===== src/rtl/rpc_cmd_pkg.sv =====
// Shared RPC DRAM command codes plus the encoder's opcode and field-position constants.
// CMD_* codes are the ones rpc_cmd_decoder reports, so both sides agree on the mapping.
package rpc_cmd_pkg;

  typedef logic [3:0] cmd_code_t;
  typedef logic [2:0] opc_t;

  localparam cmd_code_t CMD_INVALID = 4'd0;
  localparam cmd_code_t CMD_RD      = 4'd1;
  localparam cmd_code_t CMD_WR      = 4'd2;
  localparam cmd_code_t CMD_MRS     = 4'd3;
  localparam cmd_code_t CMD_PRE     = 4'd4;
  localparam cmd_code_t CMD_ACT     = 4'd5;
  localparam cmd_code_t CMD_REF     = 4'd6;
  localparam cmd_code_t CMD_ZQC     = 4'd7;
  localparam cmd_code_t CMD_RESET   = 4'd8;

  localparam opc_t OPC_RD  = 3'b000;
  localparam opc_t OPC_WR  = 3'b001;
  localparam opc_t OPC_MRS = 3'b010;
  localparam opc_t OPC_PRE = 3'b100;
  localparam opc_t OPC_ACT = 3'b101;
  localparam opc_t OPC_REF = 3'b110;
  localparam opc_t OPC_ZQC = 3'b001;

  localparam int unsigned OPC_LSB      = 16;
  localparam int unsigned OPC_W        = 3;
  localparam int unsigned BL_LSB       = 21;
  localparam int unsigned BL_W         = 6;
  localparam int unsigned REF_MASK_LSB = 22;
  localparam int unsigned REF_MASK_W   = 4;
  localparam int unsigned ZQC_LSB      = 30;
  localparam int unsigned ZQC_W        = 2;

  localparam logic [31:0] RESET_WORD = 32'h0000_0001;

endpackage


===== src/rtl/rpc_cmd_encoder_if.sv =====
// Request and PHY beat-stream signals of rpc_cmd_encoder.
// slave = encoder side, master = scheduler/PHY side.
interface rpc_cmd_encoder_if #(
  parameter int unsigned DRAM_CMD_WIDTH = 32,
  parameter int unsigned BEAT_WIDTH     = 16
);

  logic                      req_valid_i;
  logic                      req_ready_o;
  logic [3:0]                req_cmd_i;
  logic [5:0]                req_bl_i;
  logic [1:0]                req_zqc_mode_i;
  logic [3:0]                req_ref_mask_i;
  logic [DRAM_CMD_WIDTH-1:0] req_arg_i;
  logic                      cmd_valid_o;
  logic                      cmd_ready_i;
  logic [BEAT_WIDTH-1:0]     cmd_beat_o;
  logic                      cmd_last_o;
  logic                      err_o;

  modport slave (
    input  req_valid_i, req_cmd_i, req_bl_i, req_zqc_mode_i, req_ref_mask_i, req_arg_i,
    input  cmd_ready_i,
    output req_ready_o, cmd_valid_o, cmd_beat_o, cmd_last_o, err_o
  );

  modport master (
    output req_valid_i, req_cmd_i, req_bl_i, req_zqc_mode_i, req_ref_mask_i, req_arg_i,
    output cmd_ready_i,
    input  req_ready_o, cmd_valid_o, cmd_beat_o, cmd_last_o, err_o
  );

endinterface


===== src/rtl/rpc_cmd_serializer.sv =====
// Holds an encoded command word and streams it LSB-first as BEAT_WIDTH beats.
// A new word may be loaded on the last-beat handshake so words go out without bubbles.
module rpc_cmd_serializer #(
  parameter int unsigned DRAM_CMD_WIDTH = 32,
  parameter int unsigned BEAT_WIDTH     = 16
) (
  input  logic                      clk_i,
  input  logic                      rst_i,
  input  logic                      load_i,
  input  logic [DRAM_CMD_WIDTH-1:0] word_i,
  input  logic                      cmd_ready_i,
  output logic                      ready_o,
  output logic                      cmd_valid_o,
  output logic [BEAT_WIDTH-1:0]     cmd_beat_o,
  output logic                      cmd_last_o
);

  localparam int unsigned NUM_BEATS = DRAM_CMD_WIDTH / BEAT_WIDTH;
  localparam int unsigned IdxW      = (NUM_BEATS > 1) ? $clog2(NUM_BEATS) : 1;
  localparam logic [IdxW-1:0] LastIdx = IdxW'(NUM_BEATS - 1);

  localparam logic [0:0] StIdle = 1'b0;
  localparam logic [0:0] StSend = 1'b1;

  logic [0:0]                state_d, state_q;
  logic [IdxW-1:0]           idx_d, idx_q;
  logic [DRAM_CMD_WIDTH-1:0] word_d, word_q;
  logic                      beat_hs;

  assign cmd_valid_o = (state_q == StSend);
  assign cmd_last_o  = cmd_valid_o && (idx_q == LastIdx);
  assign cmd_beat_o  = word_q[idx_q*BEAT_WIDTH +: BEAT_WIDTH];
  assign beat_hs     = cmd_valid_o && cmd_ready_i;
  // Ready is forced low during reset so nothing is accepted in the reset cycle.
  assign ready_o     = !rst_i && ((state_q == StIdle) || (beat_hs && cmd_last_o));

  always_comb begin
    state_d = state_q;
    idx_d   = idx_q;
    word_d  = word_q;
    case (state_q)
      StIdle: begin
        if (load_i) begin
          state_d = StSend;
          idx_d   = '0;
          word_d  = word_i;
        end
      end
      StSend: begin
        if (beat_hs) begin
          if (cmd_last_o) begin
            idx_d = '0;
            if (load_i) begin
              word_d = word_i;
            end else begin
              state_d = StIdle;
            end
          end else begin
            idx_d = idx_q + IdxW'(1);
          end
        end
      end
      default: state_d = StIdle;
    endcase
  end

  always_ff @(posedge clk_i) begin
    if (rst_i) begin
      state_q <= StIdle;
      idx_q   <= '0;
      word_q  <= '0;
    end else begin
      state_q <= state_d;
      idx_q   <= idx_d;
      word_q  <= word_d;
    end
  end

endmodule


===== src/rtl/rpc_cmd_encoder.sv =====
// RPC DRAM command encoder: builds the 32-bit command word and hands it to the serializer.
// Define RPC_CMD_ENC_CHECK_EN to drop zero-BL RD/WR and zero-mask REF with an err_o pulse.
module rpc_cmd_encoder
  import rpc_cmd_pkg::*;
#(
  parameter int unsigned DRAM_CMD_WIDTH = 32,
  parameter int unsigned BEAT_WIDTH     = 16
) (
  input logic               clk_i,
  input logic               rst_i,
  rpc_cmd_encoder_if.slave  bus
);

  logic [DRAM_CMD_WIDTH-1:0] word;
  opc_t                      opc;
  logic                      legal;
  logic                      ready;
  logic                      accept;

  // Non-owned positions pass req_arg_i through; owned fields overwrite it.
  always_comb begin
    word  = bus.req_arg_i;
    opc   = OPC_RD;
    legal = 1'b1;
    case (bus.req_cmd_i)
      CMD_RD:    opc = OPC_RD;
      CMD_WR:    opc = OPC_WR;
      CMD_MRS:   opc = OPC_MRS;
      CMD_PRE:   opc = OPC_PRE;
      CMD_ACT:   opc = OPC_ACT;
      CMD_REF:   opc = OPC_REF;
      CMD_ZQC:   opc = OPC_ZQC;
      CMD_RESET: opc = OPC_RD;
      default:   legal = 1'b0;
    endcase
    word[OPC_LSB +: OPC_W] = opc;
    word[0]                = (bus.req_cmd_i == CMD_ZQC);
    case (bus.req_cmd_i)
      CMD_RD, CMD_WR: word[BL_LSB +: BL_W] = bus.req_bl_i;
      CMD_REF:        word[REF_MASK_LSB +: REF_MASK_W] = bus.req_ref_mask_i;
      CMD_ZQC:        word[ZQC_LSB +: ZQC_W] = bus.req_zqc_mode_i;
      CMD_RESET:      word = DRAM_CMD_WIDTH'(RESET_WORD);
      default:        ;
    endcase
`ifdef RPC_CMD_ENC_CHECK_EN
    if (((bus.req_cmd_i == CMD_RD) || (bus.req_cmd_i == CMD_WR)) && (bus.req_bl_i == '0)) begin
      legal = 1'b0;
    end
    if ((bus.req_cmd_i == CMD_REF) && (bus.req_ref_mask_i == '0)) begin
      legal = 1'b0;
    end
`endif
  end

  assign accept          = bus.req_valid_i && ready;
  assign bus.req_ready_o = ready;

  rpc_cmd_serializer #(
    .DRAM_CMD_WIDTH(DRAM_CMD_WIDTH),
    .BEAT_WIDTH    (BEAT_WIDTH)
  ) u_serializer (
    .clk_i      (clk_i),
    .rst_i      (rst_i),
    .load_i     (accept && legal),
    .word_i     (word),
    .cmd_ready_i(bus.cmd_ready_i),
    .ready_o    (ready),
    .cmd_valid_o(bus.cmd_valid_o),
    .cmd_beat_o (bus.cmd_beat_o),
    .cmd_last_o (bus.cmd_last_o)
  );

`ifdef RPC_CMD_ENC_CHECK_EN
  logic err_d, err_q;

  assign err_d     = accept && !legal;
  assign bus.err_o = err_q;

  always_ff @(posedge clk_i) begin
    if (rst_i) begin
      err_q <= 1'b0;
    end else begin
      err_q <= err_d;
    end
  end
`else
  assign bus.err_o = 1'b0;
`endif

endmodule


===== src/flat_wrapper.sv =====
// flat-port wrapper written by rule: the top's interface ports become plain ports
module rpc_cmd_encoder_flat import rpc_cmd_pkg::*;
#(
  parameter int unsigned DRAM_CMD_WIDTH = 32,
  parameter int unsigned BEAT_WIDTH     = 16
)
  (clk_i, rst_i, bus_req_valid_i, bus_req_cmd_i, bus_req_bl_i, bus_req_zqc_mode_i, bus_req_ref_mask_i, bus_req_arg_i, bus_cmd_ready_i, bus_req_ready_o, bus_cmd_valid_o, bus_cmd_beat_o, bus_cmd_last_o, bus_err_o);
  rpc_cmd_encoder_if #(.DRAM_CMD_WIDTH(DRAM_CMD_WIDTH), .BEAT_WIDTH(BEAT_WIDTH)) bus_i ();
  input logic clk_i;
  input logic rst_i;
  input wire logic [$bits(bus_i.req_valid_i)-1:0] bus_req_valid_i;
  input wire logic [$bits(bus_i.req_cmd_i)-1:0] bus_req_cmd_i;
  input wire logic [$bits(bus_i.req_bl_i)-1:0] bus_req_bl_i;
  input wire logic [$bits(bus_i.req_zqc_mode_i)-1:0] bus_req_zqc_mode_i;
  input wire logic [$bits(bus_i.req_ref_mask_i)-1:0] bus_req_ref_mask_i;
  input wire logic [$bits(bus_i.req_arg_i)-1:0] bus_req_arg_i;
  input wire logic [$bits(bus_i.cmd_ready_i)-1:0] bus_cmd_ready_i;
  output wire logic [$bits(bus_i.req_ready_o)-1:0] bus_req_ready_o;
  output wire logic [$bits(bus_i.cmd_valid_o)-1:0] bus_cmd_valid_o;
  output wire logic [$bits(bus_i.cmd_beat_o)-1:0] bus_cmd_beat_o;
  output wire logic [$bits(bus_i.cmd_last_o)-1:0] bus_cmd_last_o;
  output wire logic [$bits(bus_i.err_o)-1:0] bus_err_o;
  assign bus_i.req_valid_i = bus_req_valid_i;
  assign bus_i.req_cmd_i = bus_req_cmd_i;
  assign bus_i.req_bl_i = bus_req_bl_i;
  assign bus_i.req_zqc_mode_i = bus_req_zqc_mode_i;
  assign bus_i.req_ref_mask_i = bus_req_ref_mask_i;
  assign bus_i.req_arg_i = bus_req_arg_i;
  assign bus_i.cmd_ready_i = bus_cmd_ready_i;
  assign bus_req_ready_o = bus_i.req_ready_o;
  assign bus_cmd_valid_o = bus_i.cmd_valid_o;
  assign bus_cmd_beat_o = bus_i.cmd_beat_o;
  assign bus_cmd_last_o = bus_i.cmd_last_o;
  assign bus_err_o = bus_i.err_o;
  rpc_cmd_encoder #(.DRAM_CMD_WIDTH(DRAM_CMD_WIDTH), .BEAT_WIDTH(BEAT_WIDTH)) u_core (.clk_i(clk_i), .rst_i(rst_i), .bus(bus_i));
endmodule

===== config.mk =====
export PLATFORM = sky130hd
export DESIGN_NAME = rpc_cmd_encoder_flat
export DESIGN_NICKNAME = d
export VERILOG_FILES = /design/src/rtl/rpc_cmd_pkg.sv /design/src/rtl/rpc_cmd_encoder_if.sv /design/src/rtl/rpc_cmd_serializer.sv /design/src/rtl/rpc_cmd_encoder.sv /design/src/flat_wrapper.sv
export SDC_FILE = /design/constraint.sdc
export NUM_CORES = 1
export LEC_CHECK = 0
export CORE_UTILIZATION = 41
export DETAILED_ROUTE_END_ITERATION = 8
export GPL_TIMING_DRIVEN = 1
export PLACE_DENSITY = 0.76
export SETUP_SLACK_MARGIN = 0.5
export SLEW_MARGIN = 5
export SYNTH_ARGS = -nofsm -noshare
export SYNTH_HDL_FRONTEND = slang
export SYNTH_SLANG_ARGS = --single-unit

===== constraint.sdc =====
create_clock -name clk_i -period 1.5 [get_ports clk_i]
set_clock_uncertainty 0.1 [all_clocks]
set_input_delay 0.225 -clock clk_i [delete_from_list [all_inputs] [get_ports clk_i]]
set_output_delay 0.225 -clock clk_i [all_outputs]
set_load 0.005 [all_outputs]

==> flow_summary.json, run 1 <==
{
  "period_share_pct": 121,
  "max_stage_delay_ps": 380,
  "netlist_instances": 231,
  "cp-startpoint": "u_core.u_serializer.idx_q",
  "yosysWarningCount": 0,
  "path_delay_family": "buffers and inverters",
  "h-tree-depth": 2,
  "cp.depth": 5,
  "failed_checks": "negative setup slack",
  "grt_start_max_net_pins": 20,
  "drive_above_1_share_pct": 50.6,
  "die_h_um": 73.9,
  "place_ws_ps": -598,
  "grtUsageTotal_pct": 25.0,
  "syn_nets": 283,
  "cap_violations": 0,
  "synth_edf_count": 0,
  "grt_pass1_vias": 2248,
  "hp-class": "input pin to flop",
  "worst_path_most_repeated_cell": "buf_6",
  "die_width_um": 73.9,
  "status": "finished, violations left",
  "grt_busiest_layer": "met2",
  "synth.area.top_cells": "dfxtp_1 (32%), nand3_2 (9.4%), mux2_2 (8.0%)",
  "via_per_inst": 5.58,
  "crit_slowest_cell": "dfxtp_4",
  "crit_end": "bus_cmd_beat_o[5]",
  "ctsHoldBuffers": 0,
  "finalNetCount": 399,
  "ios": 72,
  "use_met2_pct": 46.8,
  "ir_worst_vdd_mv": 0.682,
  "clock_latency_ps": 300,
  "design.die.area_sq_mm": 0.00546,
  "vias": 2314,
  "routabilityCongestion": 0.820,
  "rr_endpoint": "u_core.u_serializer.word_q[26]",
  "critical_path_buf_inv_count": 4,
  "r2r_cells": 8,
  "r2r_slack_ps": -270,
  "yosysSeqAreaShare_pct": 32.1,
  "first_pass_iters": 5,
  "synth-async-reset-ratio_pct": 0,
  "clock_tree.root_cell": "clkbuf_8",
  "leakagePower_nw": 1.59,
  "cts_inserted_buffers": 5,
  "crit_fanout": 4,
  "hpwl_um": 4000,
  "syn_area_per_cell_sq_um": 9.18,
  "slew_violations": 0,
  "synth_top_area_cell": "dfxtp_1",
  "hold_violations": 0,
  "grt_overflow_total": 0,
  "wirelength_um": 7610,
  "use_met3_pct": 7.00,
  "synth-seq-cells": 34,
  "p_per_area_mw_per_mm2": 708,
  "diodes": 0,
  "wl_per_cell_um": 18.3,
  "cts_buffer_depth": 2,
  "syn_area_sq_mm": 0.00212,
  "initial_core_util_pct": 43.7,
  "multiInputGateArea_sq_mm": 0.00154,
  "regArea_sq_um": 686,
  "whs_ps": 157,
  "cts_tree": "built",
  "grt_use_met1_pct": 26.8,
  "cp-end-kind": "output pin",
  "drtIter0Drc": 149,
  "layout_setup_ws_ps": -316,
  "fin_crit_ps": 1820,
  "fmax_mhz": 551,
  "numPortBuffers": 66,
  "total_power_w": 0.00276,
  "timing.rr.start": "u_core.u_serializer.idx_q",
  "clk_pin_slew_worst_paths_ps": 80,
  "synth_top_area_share_pct": 32.1,
  "ys.flop_type": "dfxtp_1",
  "area_delta_synth_final_pct": 84.0,
  "clock-sinks": 34,
  "route.detailed.drc": 0,
  "setup_violations": 50,
  "worstPathArrival_ps": 1490,
  "crit_type": "flop to output pin",
  "cp.required_ps": 1170,
  "synth_cell_types": 51,
  "fin_util_pct": 80.5,
  "num_rows": 25,
  "finalNonFillerCells": 415,
  "rsz0062_at_grt": "true",
  "grt_pass1_wl_um": 10400,
  "core_area_sq_mm": 0.00485,
  "antenna_found_initial": 0,
  "start_kind": "flop",
  "n_fill_cell": 285,
  "placed_cells": 375,
  "ant_nets": 0,
  "crit_chain": "buf_12, buf_16, buf_6, mux2_4, buf_6"
}
## registers in the layout (all words and copies together) (netlist names)
signal / count
u_core.u_serializer.word_q: 32
u_core.u_serializer.cmd_valid_o: 1
u_core.u_serializer.idx_q: 1
## worst min path at each step
stage | startpoint | cells past startpoint | to
after floorplan | bus_req_arg_i[10] | 2 | u_core.u_serializer.word_q[10]
after global placement | u_core.u_serializer.word_q[30] | 2 | u_core.u_serializer.word_q[30]
after detailed placement | u_core.u_serializer.word_q[26] | 2 | u_core.u_serializer.word_q[26]
after CTS | bus_req_cmd_i[3] | 3 | u_core.u_serializer.word_q[17]
after global routing | bus_req_cmd_i[3] | 3 | u_core.u_serializer.word_q[17]
final | bus_req_cmd_i[3] | 3 | u_core.u_serializer.word_q[17]
## stage by stage
step / cell area (sq um) / TNS [ps]
2_1_floorplan: 2270 / 0
5_1_grt: 3900 / -10490
4_1_cts: 3640 / -5600
3_3_place_gp: 3130 / -19280
3_5_place_dp: 3130 / -19980
6_report: 3900 / -9060
## power by group
part | switching [W] | internal, W
logic | 0.000304 | 0.000443
registers | 0.0000263 | 0.000939
clock network | 0.000384 | 0.000666
## placed cells by master, fill, tap and decap left out, types with 5 or more instances in the layout
master / synthesis / final
mux2_4: 0 / 15
nand2_2: 0 / 5
nand3_2: 20 / 19
buf_4: 5 / 24
clkbuf_8: 0 / 5
dfxtp_1: 34 / 32
buf_12: 2 / 8
nand3b_1: 21 / 21
nand2_1: 30 / 24
clkdlybuf4s50_1: 0 / 43
buf_6: 2 / 44
## cell usage after synthesis (all sizes together) (5+ instances only)
master and number:
a21oi 9, buf 16, clkbuf 7, dfxtp 34
mux2 15, nand2 30, nand3 21, nand3b 21
nor2 7, nor2b 5, nor3 5, o21ai 5
o22ai 6
## cell families after synthesis
kind of cell              share of synthesized area, %
and+or+nand+nor                                   36.9
AOI/OAI and AO/OA                                 12.0
DFF                                               32.1
buffers and inverters                             8.14
muxes                                             9.85
xor gates and xnor gates                         0.826
other                                            0.177
## repair_timing
| item | 4_1_cts | 5_1_grt |
|---|---|---|
| buffers inserted | 18 | 7 |
| pin swaps | 8 | 8 |
| setup endpoints to repair | 53 | 53 |
| cloned | 5 | 2 |
| gates resized for setup | 136 | 46 |
## per-layer routing
metal | vias to the layer above | part of all wire (%)
li1 | 1071 | -
met1 | 1110 | 39
met2 | 109 | 53
met3 | 24 | 4.4
met4 | 0 | 3.5
met5 | - | 0
## worst register-to-register path, stage by stage, from the launching register on
cell and delay, ps:
dfxtp_4 400, buf_6 140, buf_6 90, a21bo_4 120, buf_6 110, and4_4 260
buf_6 120, nand4_1 140, a21oi_2 210
## layout make-up
cell class	instances	share of cell area, %
clock buffers	5	1.76
clock inverters	3	1.76
inverters	3	0.289
multi-input cells	172	39.4
flip-flops and latches	34	17.6
well taps	67	2.15
repair buffers	131	37.0
Power figures use the tool's default switching activity.
==> run 2, diff against run 1 <==
--- a/config.mk
+++ b/config.mk
@@ -5,12 +5,14 @@
 export SDC_FILE = /design/constraint.sdc
 export NUM_CORES = 1
 export LEC_CHECK = 0
-export CORE_UTILIZATION = 41
+export CORE_UTILIZATION = 52
+export CTS_BUF_LIST = sky130_fd_sc_hd__clkbuf_4 sky130_fd_sc_hd__clkbuf_8
 export DETAILED_ROUTE_END_ITERATION = 8
 export GPL_TIMING_DRIVEN = 1
-export PLACE_DENSITY = 0.76
+export PLACE_DENSITY = 0.88
 export SETUP_SLACK_MARGIN = 0.5
 export SLEW_MARGIN = 5
 export SYNTH_ARGS = -nofsm -noshare
 export SYNTH_HDL_FRONTEND = slang
+export SYNTH_HIERARCHICAL = 1
 export SYNTH_SLANG_ARGS = --single-unit
==> constraint.sdc (replaced) <==
create_clock -name clk_i -period 2.31 [get_ports clk_i]
set_clock_uncertainty 0.1 [all_clocks]
set_input_delay 0.3465 -clock clk_i [delete_from_list [all_inputs] [get_ports clk_i]]
set_output_delay 0.3465 -clock clk_i [all_outputs]
set_load 0.005 [all_outputs]
==> run 2 against run 1 <==
The flow now finishes without violations. Sequential power down 36%. Sequential share of layout area up 2.8 points. Largest cell class unchanged. Non-clock buffer count down 37. Worst setup slack better by 690 ps. Design area down 14%. Synthesized cell count up 3.5%. Combinational power down 52%. Routed wire length down 22%. Global-route usage up 0.95 points.
==> flow_summary.json, run 2 <==
{
  "routabilityCongestion": 0.703,
  "syn_area_per_cell_sq_um": 9.47,
  "cts_buffer_depth": 2,
  "num_rows": 23,
  "largest_reg_flops": 32,
  "cts_inserted_buffers": 5,
  "fin_crit_ps": 1940,
  "synth_top_area_share_pct": 30.1,
  "wirelength_um": 5950,
  "hp-class": "flop to flop",
  "use_met2_pct": 45.1,
  "grt_busiest_layer": "met2",
  "synth_common_cells": "nand2b_1 (65), dfxtp_1 (34), mux2i_1 (33)",
  "status": "complete, no violations",
  "grt_start_max_net_pins": 67,
  "antenna_found_initial": 0,
  "ant_nets": 0,
  "use_met3_pct": 6.83,
  "initial_core_util_pct": 55.4,
  "grt_use_met1_pct": 30.6,
  "p_per_area_mw_per_mm2": 453,
  "yosysMostFrequentCell": "nand2b_1",
  "place_ws_ps": 68.4,
  "synth-seq-cells": 34,
  "synth_cell_types": 34,
  "synth.area.top_cells": "dfxtp_1 (30%), nand2b_1 (18%), mux2i_1 (15%)",
  "wl_per_cell_um": 16.0,
  "drive_above_1_share_pct": 26.2,
  "diodes": 0,
  "clock_tree.root_cell": "clkbuf_8",
  "worstPathArrival_ps": 1490,
  "finalNetCount": 372,
  "vias": 1921,
  "cts_tree": "built",
  "core_area_sq_mm": 0.00409,
  "start_kind": "flop",
  "r2r_cells": 8,
  "design.die.area_sq_mm": 0.00462,
  "grt_pass1_wl_um": 8640,
  "leakagePower_nw": 1.32,
  "layout_setup_ws_ps": 375,
  "crit_type": "flop to output pin",
  "area_delta_synth_final_pct": 48.2,
  "rsz0062_at_grt": "true",
  "cp.required_ps": 1860,
  "syn_nets": 291,
  "die_width_um": 68.0,
  "syn_area_sq_mm": 0.00226,
  "h-tree-depth": 2,
  "clk_pin_slew_worst_paths_ps": 80,
  "synth_edf_count": 0,
  "yosysSeqAreaShare_pct": 30.1,
  "die_h_um": 68.0,
  "hold_violations": 0,
  "period_share_pct": 83.8,
  "numPortBuffers": 66,
  "grt_overflow_total": 0,
  "ys.flop_type": "dfxtp_1",
  "ios": 72,
  "netlist_instances": 239,
  "regMostFlops": "u_core/u_serializer/word_q",
  "via_per_inst": 5.18,
  "cp-end-kind": "output pin",
  "final_common_cell": "nand2b_1",
  "clock_latency_ps": 300,
  "hold_depth": 2,
  "slew_violations": 0,
  "cap_violations": 0,
  "first_pass_iters": 4,
  "drtIter0Drc": 103,
  "synth-async-reset-ratio_pct": 0,
  "setup_violations": 0,
  "finalSetupTns_ps": 0,
  "fmax_mhz": 517,
  "synth_top_area_cell": "dfxtp_1",
  "route.detailed.drc": 0,
  "crit_fanout": 5,
  "layout_common_cells": "nand2b_1 (65), clkdlybuf4s50_1 (43), dfxtp_1 (33), mux2i_1 (32), nor2b_1 (22)",
  "ir_worst_vdd_mv": 0.321,
  "grtUsageTotal_pct": 26.0,
  "hpwl_um": 3230,
  "clock-sinks": 34,
  "yosysWarningCount": 6,
  "grt_pass1_vias": 1794
}
-- run 2: metal layers --
metal | vias up | part of all wire [%] | routed length (um)
met5 | - | 0 | 0
met4 | 0 | 3.5 | 206
met3 | 19 | 6.2 | 369
met2 | 71 | 49 | 2930
met1 | 876 | 41 | 2450
li1 | 955 | - | -
-- run 2: critical path: stages, from the launching register on --
cell and delay [ps]:
dfxtp_4 380, buf_12 120, buf_12 90, buf_16 110, mux2_2 350, buf_2 140
-- run 2: final timing paths --
check	from	endpoint	slack, ps
min reg2reg	u_core/u_serializer/word_q[17]	u_core/u_serializer/word_q[17]	370
min	u_core/u_serializer/word_q[17]	u_core/u_serializer/word_q[17]	370
max	u_core/u_serializer/idx_q	bus_cmd_beat_o[9]	370
max reg2reg	u_core/u_serializer/idx_q	u_core/u_serializer/idx_q	430
-- run 2: layout make-up --
| class | count | area [sq um] |
|---|---|---|
| repair buffers | 94 | 1030 |
| clock inverters | 3 | 40.0 |
| well taps | 50 | 62.6 |
| flip-flops and latches | 34 | 684 |
| multi-input cells | 184 | 1470 |
| clock buffers | 5 | 68.8 |
| fillers | 255 | 734 |
| inverters | 1 | 3.75 |
-- run 2: through the flow --
stage               area, sq um  utilization [%]  hold WS [ps]  instances  total power (W)
floorplan                  2260                -           345        239         0.000801
global placement           2960             72.5           356        350         0.000928
detailed placement         2960             72.5           361        350         0.000934
CTS                        3230             78.9           376        368          0.00149
global route               3350             82.0           393        371          0.00157
finish                     3350             82.0           374        371          0.00152
-- run 2: cell families (layout without fill, tap and decap cells) --
| kind of cell | after synthesis | in the layout | share of synthesized area [%] |
|---|---|---|---|
| flip-flops | 34 | 34 | 30.1 |
| other | 1 | 1 | 0.166 |
| AO/OA/AOI/OAI | 14 | 14 | 5.25 |
| XOR/XNOR | 3 | 3 | 1.49 |
| buffers and inverters | 21 | 103 | 6.97 |
| multiplexers | 51 | 51 | 23.6 |
| AND/OR/NAND/NOR | 115 | 115 | 32.5 |
-- run 2: where the power goes --
| group | switching (W) | internal, W |
|---|---|---|
| clock network | 0.000224 | 0.000317 |
| logic | 0.000132 | 0.000226 |
| registers | 0.0000138 | 0.000605 |
| total | 0.000370 | 0.00115 |
-- run 2: repair_timing --
action,CTS,global route
endpoints found under the setup margin,50,51
pin swaps,3,1
gates resized for setup,76,23
setup buffers,6,1
cloned,4,2
hold buffers,0,0
